## src/rtl/mem_access.sv

```systemverilog
// MEM stage with MEM/WB register: runs a req/ack data-bus cycle for loads/stores and stalls until answered.
// Optional bus timeout abort is built when MEM_TIMEOUT_EN is defined.
module mem_access #(
   parameter int unsigned TIMEOUT_CYCLES = 16
) (
   input  logic        clk,
   input  logic        rst,
   input  logic [4:0]  mem_wd,
   input  logic        mem_wreg,
   input  logic [31:0] mem_wdata,
   input  logic [2:0]  mem_op,
   input  logic [31:0] mem_sdata,
   output logic        bus_req,
   output logic        bus_we,
   output logic [31:0] bus_addr,
   output logic [3:0]  bus_sel,
   output logic [31:0] bus_wdata,
   input  logic [31:0] bus_rdata,
   input  logic        bus_ack,
   output logic        stall_req,
   output logic [4:0]  wb_wd,
   output logic        wb_wreg,
   output logic [31:0] wb_wdata,
   output logic        exc_misalign,
   output logic        exc_bus
);

   // state   | meaning
   // ST_IDLE | evaluate the op on the EX/MEM inputs, launch a bus cycle if needed
   // ST_WAIT | bus request outstanding, pipeline frozen until ack (or timeout)
   typedef enum logic {ST_IDLE = 1'b0, ST_WAIT = 1'b1} state_t;

   state_t      state_q, state_d;
   logic        bus_req_q, bus_req_d;
   logic        bus_we_q, bus_we_d;
   logic [31:0] bus_addr_q, bus_addr_d;
   logic [3:0]  bus_sel_q, bus_sel_d;
   logic [31:0] bus_wdata_q, bus_wdata_d;
   logic [2:0]  op_q, op_d;
   logic [1:0]  off_q, off_d;
   logic [4:0]  wb_wd_q, wb_wd_d;
   logic        wb_wreg_q, wb_wreg_d;
   logic [31:0] wb_wdata_q, wb_wdata_d;
   logic        exc_misalign_q, exc_misalign_d;

   logic        is_lw, is_lb, is_lbu, is_sw, is_sb, is_mem, is_load_q, misalign, expire;
   logic [7:0]  lane_byte;
   logic [31:0] load_data;

   if (TIMEOUT_CYCLES < 2) begin : g_bad_timeout
      $error("TIMEOUT_CYCLES must be at least 2");
   end

   assign is_lw    = (mem_op == 3'b001);
   assign is_lb    = (mem_op == 3'b010);
   assign is_lbu   = (mem_op == 3'b011);
   assign is_sw    = (mem_op == 3'b100);
   assign is_sb    = (mem_op == 3'b101);
   assign is_mem   = is_lw | is_lb | is_lbu | is_sw | is_sb;
   assign misalign = (is_lw | is_sw) && (mem_wdata[1:0] != 2'b00);
   assign is_load_q = (op_q == 3'b001) || (op_q == 3'b010) || (op_q == 3'b011);

`ifdef MEM_TIMEOUT_EN
   localparam int unsigned      CNT_W    = $clog2(TIMEOUT_CYCLES);
   localparam logic [CNT_W-1:0] CNT_LAST = CNT_W'(TIMEOUT_CYCLES - 1);

   logic [CNT_W-1:0] cnt_q, cnt_d;
   logic             exc_bus_q, exc_bus_d;

   // an ack arriving in the expiry cycle still completes normally
   assign expire    = (state_q == ST_WAIT) && !bus_ack && (cnt_q == CNT_LAST);
   assign cnt_d     = ((state_q == ST_WAIT) && !bus_ack && !expire) ? cnt_q + CNT_W'(1) : '0;
   assign exc_bus_d = expire;

   always_ff @(posedge clk or negedge rst) begin
      if (!rst) begin
         cnt_q     <= '0;
         exc_bus_q <= 1'b0;
      end else begin
         cnt_q     <= cnt_d;
         exc_bus_q <= exc_bus_d;
      end
   end

   assign exc_bus = exc_bus_q;
`else
   assign expire  = 1'b0;
   assign exc_bus = 1'b0;
`endif

   // big-endian lanes: byte offset 0 lives in bits 31:24
   always_comb begin
      case (off_q)
         2'd0:    lane_byte = bus_rdata[31:24];
         2'd1:    lane_byte = bus_rdata[23:16];
         2'd2:    lane_byte = bus_rdata[15:8];
         default: lane_byte = bus_rdata[7:0];
      endcase
      if (op_q == 3'b010)      load_data = {{24{lane_byte[7]}}, lane_byte};
      else if (op_q == 3'b011) load_data = {24'h0, lane_byte};
      else                     load_data = bus_rdata;
   end

   always_ff @(posedge clk or negedge rst) begin
      if (!rst) begin
         state_q        <= ST_IDLE;
         bus_req_q      <= 1'b0;
         bus_we_q       <= 1'b0;
         bus_addr_q     <= '0;
         bus_sel_q      <= '0;
         bus_wdata_q    <= '0;
         op_q           <= '0;
         off_q          <= '0;
         wb_wd_q        <= '0;
         wb_wreg_q      <= 1'b0;
         wb_wdata_q     <= '0;
         exc_misalign_q <= 1'b0;
      end else begin
         state_q        <= state_d;
         bus_req_q      <= bus_req_d;
         bus_we_q       <= bus_we_d;
         bus_addr_q     <= bus_addr_d;
         bus_sel_q      <= bus_sel_d;
         bus_wdata_q    <= bus_wdata_d;
         op_q           <= op_d;
         off_q          <= off_d;
         wb_wd_q        <= wb_wd_d;
         wb_wreg_q      <= wb_wreg_d;
         wb_wdata_q     <= wb_wdata_d;
         exc_misalign_q <= exc_misalign_d;
      end
   end

   always_comb begin
      state_d = state_q;
      case (state_q)
         ST_IDLE: if (is_mem && !misalign) state_d = ST_WAIT;
         default: if (bus_ack || expire)   state_d = ST_IDLE;
      endcase
   end

   always_comb begin
      stall_req      = 1'b0;
      bus_req_d      = bus_req_q;
      bus_we_d       = bus_we_q;
      bus_addr_d     = bus_addr_q;
      bus_sel_d      = bus_sel_q;
      bus_wdata_d    = bus_wdata_q;
      op_d           = op_q;
      off_d          = off_q;
      wb_wd_d        = wb_wd_q;
      wb_wreg_d      = wb_wreg_q;
      wb_wdata_d     = wb_wdata_q;
      exc_misalign_d = 1'b0;
      case (state_q)
         ST_IDLE: begin
            if (!is_mem) begin
               wb_wd_d    = mem_wd;
               wb_wreg_d  = mem_wreg;
               wb_wdata_d = mem_wdata;
            end else if (misalign) begin
               wb_wreg_d      = 1'b0;
               exc_misalign_d = 1'b1;
            end else begin
               stall_req   = 1'b1;
               bus_req_d   = 1'b1;
               bus_we_d    = is_sw | is_sb;
               bus_addr_d  = {mem_wdata[31:2], 2'b00};
               bus_sel_d   = (is_lw | is_sw) ? 4'b1111 : (4'b1000 >> mem_wdata[1:0]);
               bus_wdata_d = is_sb ? {4{mem_sdata[7:0]}} : mem_sdata;
               op_d        = mem_op;
               off_d       = mem_wdata[1:0];
               wb_wreg_d   = 1'b0;
            end
         end
         default: begin
            stall_req = !bus_ack && !expire;
            if (bus_ack) begin
               bus_req_d = 1'b0;
               if (is_load_q) begin
                  wb_wd_d    = mem_wd;
                  wb_wreg_d  = mem_wreg;
                  wb_wdata_d = load_data;
               end else begin
                  wb_wreg_d = 1'b0;
               end
            end else if (expire) begin
               bus_req_d = 1'b0;
               wb_wreg_d = 1'b0;
            end
         end
      endcase
   end

   assign bus_req      = bus_req_q;
   assign bus_we       = bus_we_q;
   assign bus_addr     = bus_addr_q;
   assign bus_sel      = bus_sel_q;
   assign bus_wdata    = bus_wdata_q;
   assign wb_wd        = wb_wd_q;
   assign wb_wreg      = wb_wreg_q;
   assign wb_wdata     = wb_wdata_q;
   assign exc_misalign = exc_misalign_q;

endmodule
```

## config.mk

```make
export PLATFORM = sky130hd
export DESIGN_NAME = mem_access
export DESIGN_NICKNAME = d
export VERILOG_FILES = /design/src/rtl/mem_access.sv
export SDC_FILE = /design/constraint.sdc
export NUM_CORES = 1
export LEC_CHECK = 0
export ABC_CLOCK_PERIOD_IN_PS = 3800
export BUFFER_PORTS_ARGS = -buffer_cell sky130_fd_sc_hd__buf_2
export CAP_MARGIN = 0
export CORE_ASPECT_RATIO = 1.1
export CORE_MARGIN = 2
export CORE_UTILIZATION = 50
export DETAILED_ROUTE_END_ITERATION = 8
export PLACE_DENSITY = 0.82
export SYNTH_ARGS = -nofsm -noshare
export SYNTH_HDL_FRONTEND = slang
export SYNTH_SLANG_ARGS = --single-unit
```

## constraint.sdc

```tcl
create_clock -name clk -period 3.8 [get_ports clk]
set_clock_uncertainty 0.15 [all_clocks]
set_input_delay 0.38 -clock clk [delete_from_list [all_inputs] [get_ports clk]]
set_output_delay 0.38 -clock clk [all_outputs]
set_load 0.01 [all_outputs]
```

Word level (Yosys, flattened, before mapping) --
Cells that the tools add are included. W data, S select, Z words.
Storage, ports and cells: bits in registers 113, output and inout bits 111, logic and storage cells 77
Cells by class: shift-type cells 1, multiplexer cells 30, bitwise logic cells 8, reductions and logical operators 12, eq/ne operators 14
Operators with widths (number):
- $mux W32 | 7
- $pmux W8 S3 | 1
- $mux W5 | 4
- $mux W1 | 17
- $eq A3 B2 Y1 const B | 4
- $reduce_and A3 Y1 | 3
- $eq A3 B1 Y1 const B | 2
- $eq A3 B3 Y1 const B | 2
- $ne A2 B2 Y1 const B | 3
- $or A1 B1 Y1 | 6
- $mux W4 | 1
- $reduce_bool A2 Y1 | 2
- $shr A4 B2 Y4 const A | 1
- $eq A2 B1 Y1 const B | 1
- $eq A2 B2 Y1 const B | 1
- $logic_and A1 B1 Y1 | 2
- $logic_not A1 Y1 | 2
- $logic_not A2 Y1 | 1
- $logic_or A1 B1 Y1 | 2
- $ne A2 B1 Y1 const B | 1
- $not A1 Y1 | 2

Depth between registers and ports, before layout --
depth in word-level cells 8, mapped depth 7

Least setup slack after synthesis --
Ideal clock, no wire load.
path kind input to output, start in mem_op[0], end out stall_req, arrival time 1444 ps, path buffers 2, setup slack 1826 ps, required time 3270 ps, stages on the path 5, cells stage by stage buf_4 -> nor3_2 -> a211o_2 -> buf_1 -> o22ai_1
On the way: longest elaborated chain between the ends 7, elaborated cells between the ends (all ways) 14
Ends and longest elaborated chain:
- start: declaration | RTL line 11 | input logic [2:0] mem_op,
- $eq A3 B1 Y1 or $eq A3 B2 Y1 (tied branches) | RTL line 54, 55
- $or A1 B1 Y1 (4 in series) | RTL line 59 | assign is_mem = is_lw | is_lb | is_lbu | is_sw | is_sb;
- $mux W1 * | RTL line 157 | if (!is_mem) begin
- $mux W1 * | RTL line 155 | case (state_q)
- end: declaration | RTL line 20 | output logic stall_req,
Every way passes the cells marked *; elsewhere a longest branch is shown, timed or not.

Final worst setup path --
start reg off_q[1], end reg wb_wdata_q[19] (netlist: wb_wdata[19])
On the way: longest elaborated chain between the ends 6, elaborated cells between the ends (all ways) 8
Ends and longest elaborated chain:
- start: declaration | RTL line 40 | logic [1:0] off_q, off_d;
- start signal: assignment | RTL line 113 | off_q <= '0;
- start signal: assignment | RTL line 126 | off_q <= off_d;
- $eq A2 B2 Y1, or another cell as far along | RTL line 93 | case (off_q)
- $pmux W8 S3 * | RTL line 93
- $mux W32 * | RTL line 99 | if (op_q == 3'b010) load_data = {{24{lane_byte[7]}}, lane_byte};
- $mux W32 * | RTL line 180 | if (is_load_q) begin
- $mux W32 * | RTL line 178 | if (bus_ack) begin
- $mux W32 * | RTL line 155
- end signal: assignment | RTL line 129 | wb_wdata_q <= wb_wdata_d;
- end: declaration | RTL line 43 | logic [31:0] wb_wdata_q, wb_wdata_d;
Every way passes the cells marked *; elsewhere a longest branch is shown, timed or not. The select of a mux whose other input is x is not followed. A chain may end at the register's enable or synchronous reset.

==> flow_metrics.tcl <==
set metrics [dict create \
    placed_area_um2 6580 \
    final_cell_mix "buf_2 (214), dfrtp_1 (113), nand2_1 (82)" \
    path_delay_family "compound AO/OA/AOI/OAI gates" \
    r2r-end "wb_wdata[19]" \
    cts_tree "yes" \
    path_cells "mux2_2, a221oi_4, a21oi_1, mux2_1" \
    post-cts-setup-buffers 0 \
    period_share 0.726 \
    antenna_found_initial 0 \
    netlist_area_um2 5470 \
    grt_pass1_wl_um 24300 \
    async_flop_share 1.00 \
    hold_buffers 0 \
    rr_startpoint "off_q[1]" \
    path_clk_slew_ps 50 \
    slowest_delay_ps 940 \
    rsz0062_at_grt "false" \
    routed_wl_um 15300 \
    finalSetupTns_ps 0 \
    layout_commonest_cell "buf_2" \
    ir_drop_v 0.000334 \
    path_buf_inv 0 \
    slew_headroom 0.284 \
    drtIter0Drc 229 \
    gr-total-overflow 0 \
    io-pin-count 219 \
    vias 4630 \
    r2r_setup_slack_ps 1040 \
    period_minus_slack_ps 2760 \
    cp_slowest_cell "a221oi_4" \
    worstMarginPinSlew_ps 1070 \
    drt_first_pass_iters 7 \
    hpwl_um 11300 \
    grt_pass1_vias 4798 \
    status "completed" \
    hold_class "input pin to asynchronous set/reset pin" \
    drv_cap 0 \
    area_growth_pct 32.3 \
    max_freq_ghz 0.362 \
    grt_max_degree 84 \
    clk_path_buf_depth 2 \
    setup_viol 0 \
    drc 0 \
    diodes 0 \
    cts.repair.resized 0 \
    crit_path_max_fanout 24 \
    fin_area_um2 7230 \
    ant_nets 0 \
    cts_made_buffers 17 \
    dieArea_um2 11800 \
    core.rowCount 40 \
    wl_per_cell_um 18.3 \
    core_region_area_um2 10800 \
    drive_gt1_frac 0.495 \
    path_class "register to register" \
    die_w_um 104 \
    leakage_nw 3.60 \
    clock-root-buffer "clkbuf_16" \
    synth_cell_type_count 44 \
    required_ps 3930 \
    ys_seq_area_frac 0.517 \
    startpoint_type "register" \
    ys_ff_latch 113 \
    grt_usage 0.264 \
    syn_area_per_cell_um2 11.7 \
    viasPerCell 5.54 \
    h-tree-depth 4 \
    gp_congestion 0.902 \
    portBuffers 215 \
    hold_viol 0 \
    insertion_delay_ps 410 \
    initial_core_util 0.506 \
    layout.nets 785 \
    nFillCells 808 \
    die_h_um 114 \
    worst-r2r-cell-count 4 \
    synth-edff-count 0 \
    synthCells 468 \
    crit_path_end_kind "register" \
    p_per_area_nw_per_um2 794 \
    clock_sinks 113 \
    ys_warn_count 0 \
    worstPathArrival_ps 2890 \
    slew_viol_final 0 \
    ys.flop_type "dfrtp_1" \
]
Yosys cell counts (all sizes together) (2+ instances only):
cell type  count  area (µm²)
buf           24         169
nand2         82         308
a221oi         2        35.0
inv            3        11.3
nor3           3        31.3
o21ai         11        55.1
o31ai          5        37.5
nand2b         2        12.5
a21oi         26         130
mux2         105        1290
nor2          31         124
clkbuf        10        37.5
o22a           7        61.3
xnor2          3        33.8
nand3         16        80.1
dfrtp        113        2830
o221ai         7        61.3
or4b           2        20.0
registers in the layout (all words and copies together) (netlist names):
| signal | count |
|---|---|
| bus_wdata | 32 |
| wb_wdata | 32 |
| bus_addr | 30 |
| wb_wd | 5 |
| bus_sel | 4 |
| op_q | 3 |
| off_q | 2 |
| bus_req | 1 |
| bus_we | 1 |
| exc_misalign | 1 |
| state_q | 1 |
| wb_wreg | 1 |
kinds of logic after synthesis:
logic type | Yosys count | share of synthesized area
simple gates | 144 | 0.117
buf+inv | 37 | 0.0398
mux | 105 | 0.236
xor+xnor | 3 | 0.00618
flops | 113 | 0.517
other cells | 1 | 0.000686
compound gates | 65 | 0.0826
power by group:
part           switching [W]  internal [W]
clock               0.000546       0.00118
sequential          0.000318       0.00170
combinational        0.00102      0.000980
layer usage:
metal / share of wire / routed length (µm) / global-route usage
met1: 0.37 / 5740 / 0.292
met2: 0.49 / 7530 / 0.453
met3: 0.10 / 1530 / 0.0983
met4: 0.033 / 509 / 0.128
met5: 0 / 0 / 0
worst reg2reg max path: cells and delay by family, from the launching register on:
kind,cells,cell delay [ps]
flip-flops,1,600
AO/OA/AOI/OAI,2,1110
multiplexers,2,780
cell type report:
cell class / count / area, µm² / area share
clock buffers: 23 / 498 / 0.0689
well taps: 147 / 184 / 0.0254
clock inverters: 8 / 150 / 0.0208
repair buffers: 222 / 1130 / 0.156
multi-input cells: 320 / 2430 / 0.336
inverters: 3 / 11.3 / 0.00156
flip-flops and latches: 113 / 2830 / 0.391
how the worst max path moves through the flow:
stage	start	end	slack, ps	cells past startpoint
2_1_floorplan	mem_op[0]	stall_req	1830	5
3_3_place_gp	off_q[1]	wb_wdata[19]	1230	4
3_5_place_dp	off_q[1]	wb_wdata[21]	1100	4
4_1_cts	off_q[1]	wb_wdata[21]	1090	4
5_1_grt	off_q[1]	wb_wdata[21]	890	4
6_report	off_q[1]	wb_wdata[19]	1040	4
stage by stage:
step | hold WS, ps | std cells | power (W) | worst slack [ps] | util
after floorplan | -65.6 | 470 | 0.00321 | 1830 | -
after global placement | 313 | 805 | 0.00392 | 1230 | 0.609
after detailed placement | 321 | 805 | 0.00402 | 1100 | 0.609
after CTS | 32.0 | 836 | 0.00576 | 1090 | 0.669
after global routing | 40.1 | 836 | 0.00603 | 888 | 0.669
final | 14.8 | 836 | 0.00574 | 1040 | 0.669
Note: power is estimated with default switching activity, not from simulation.
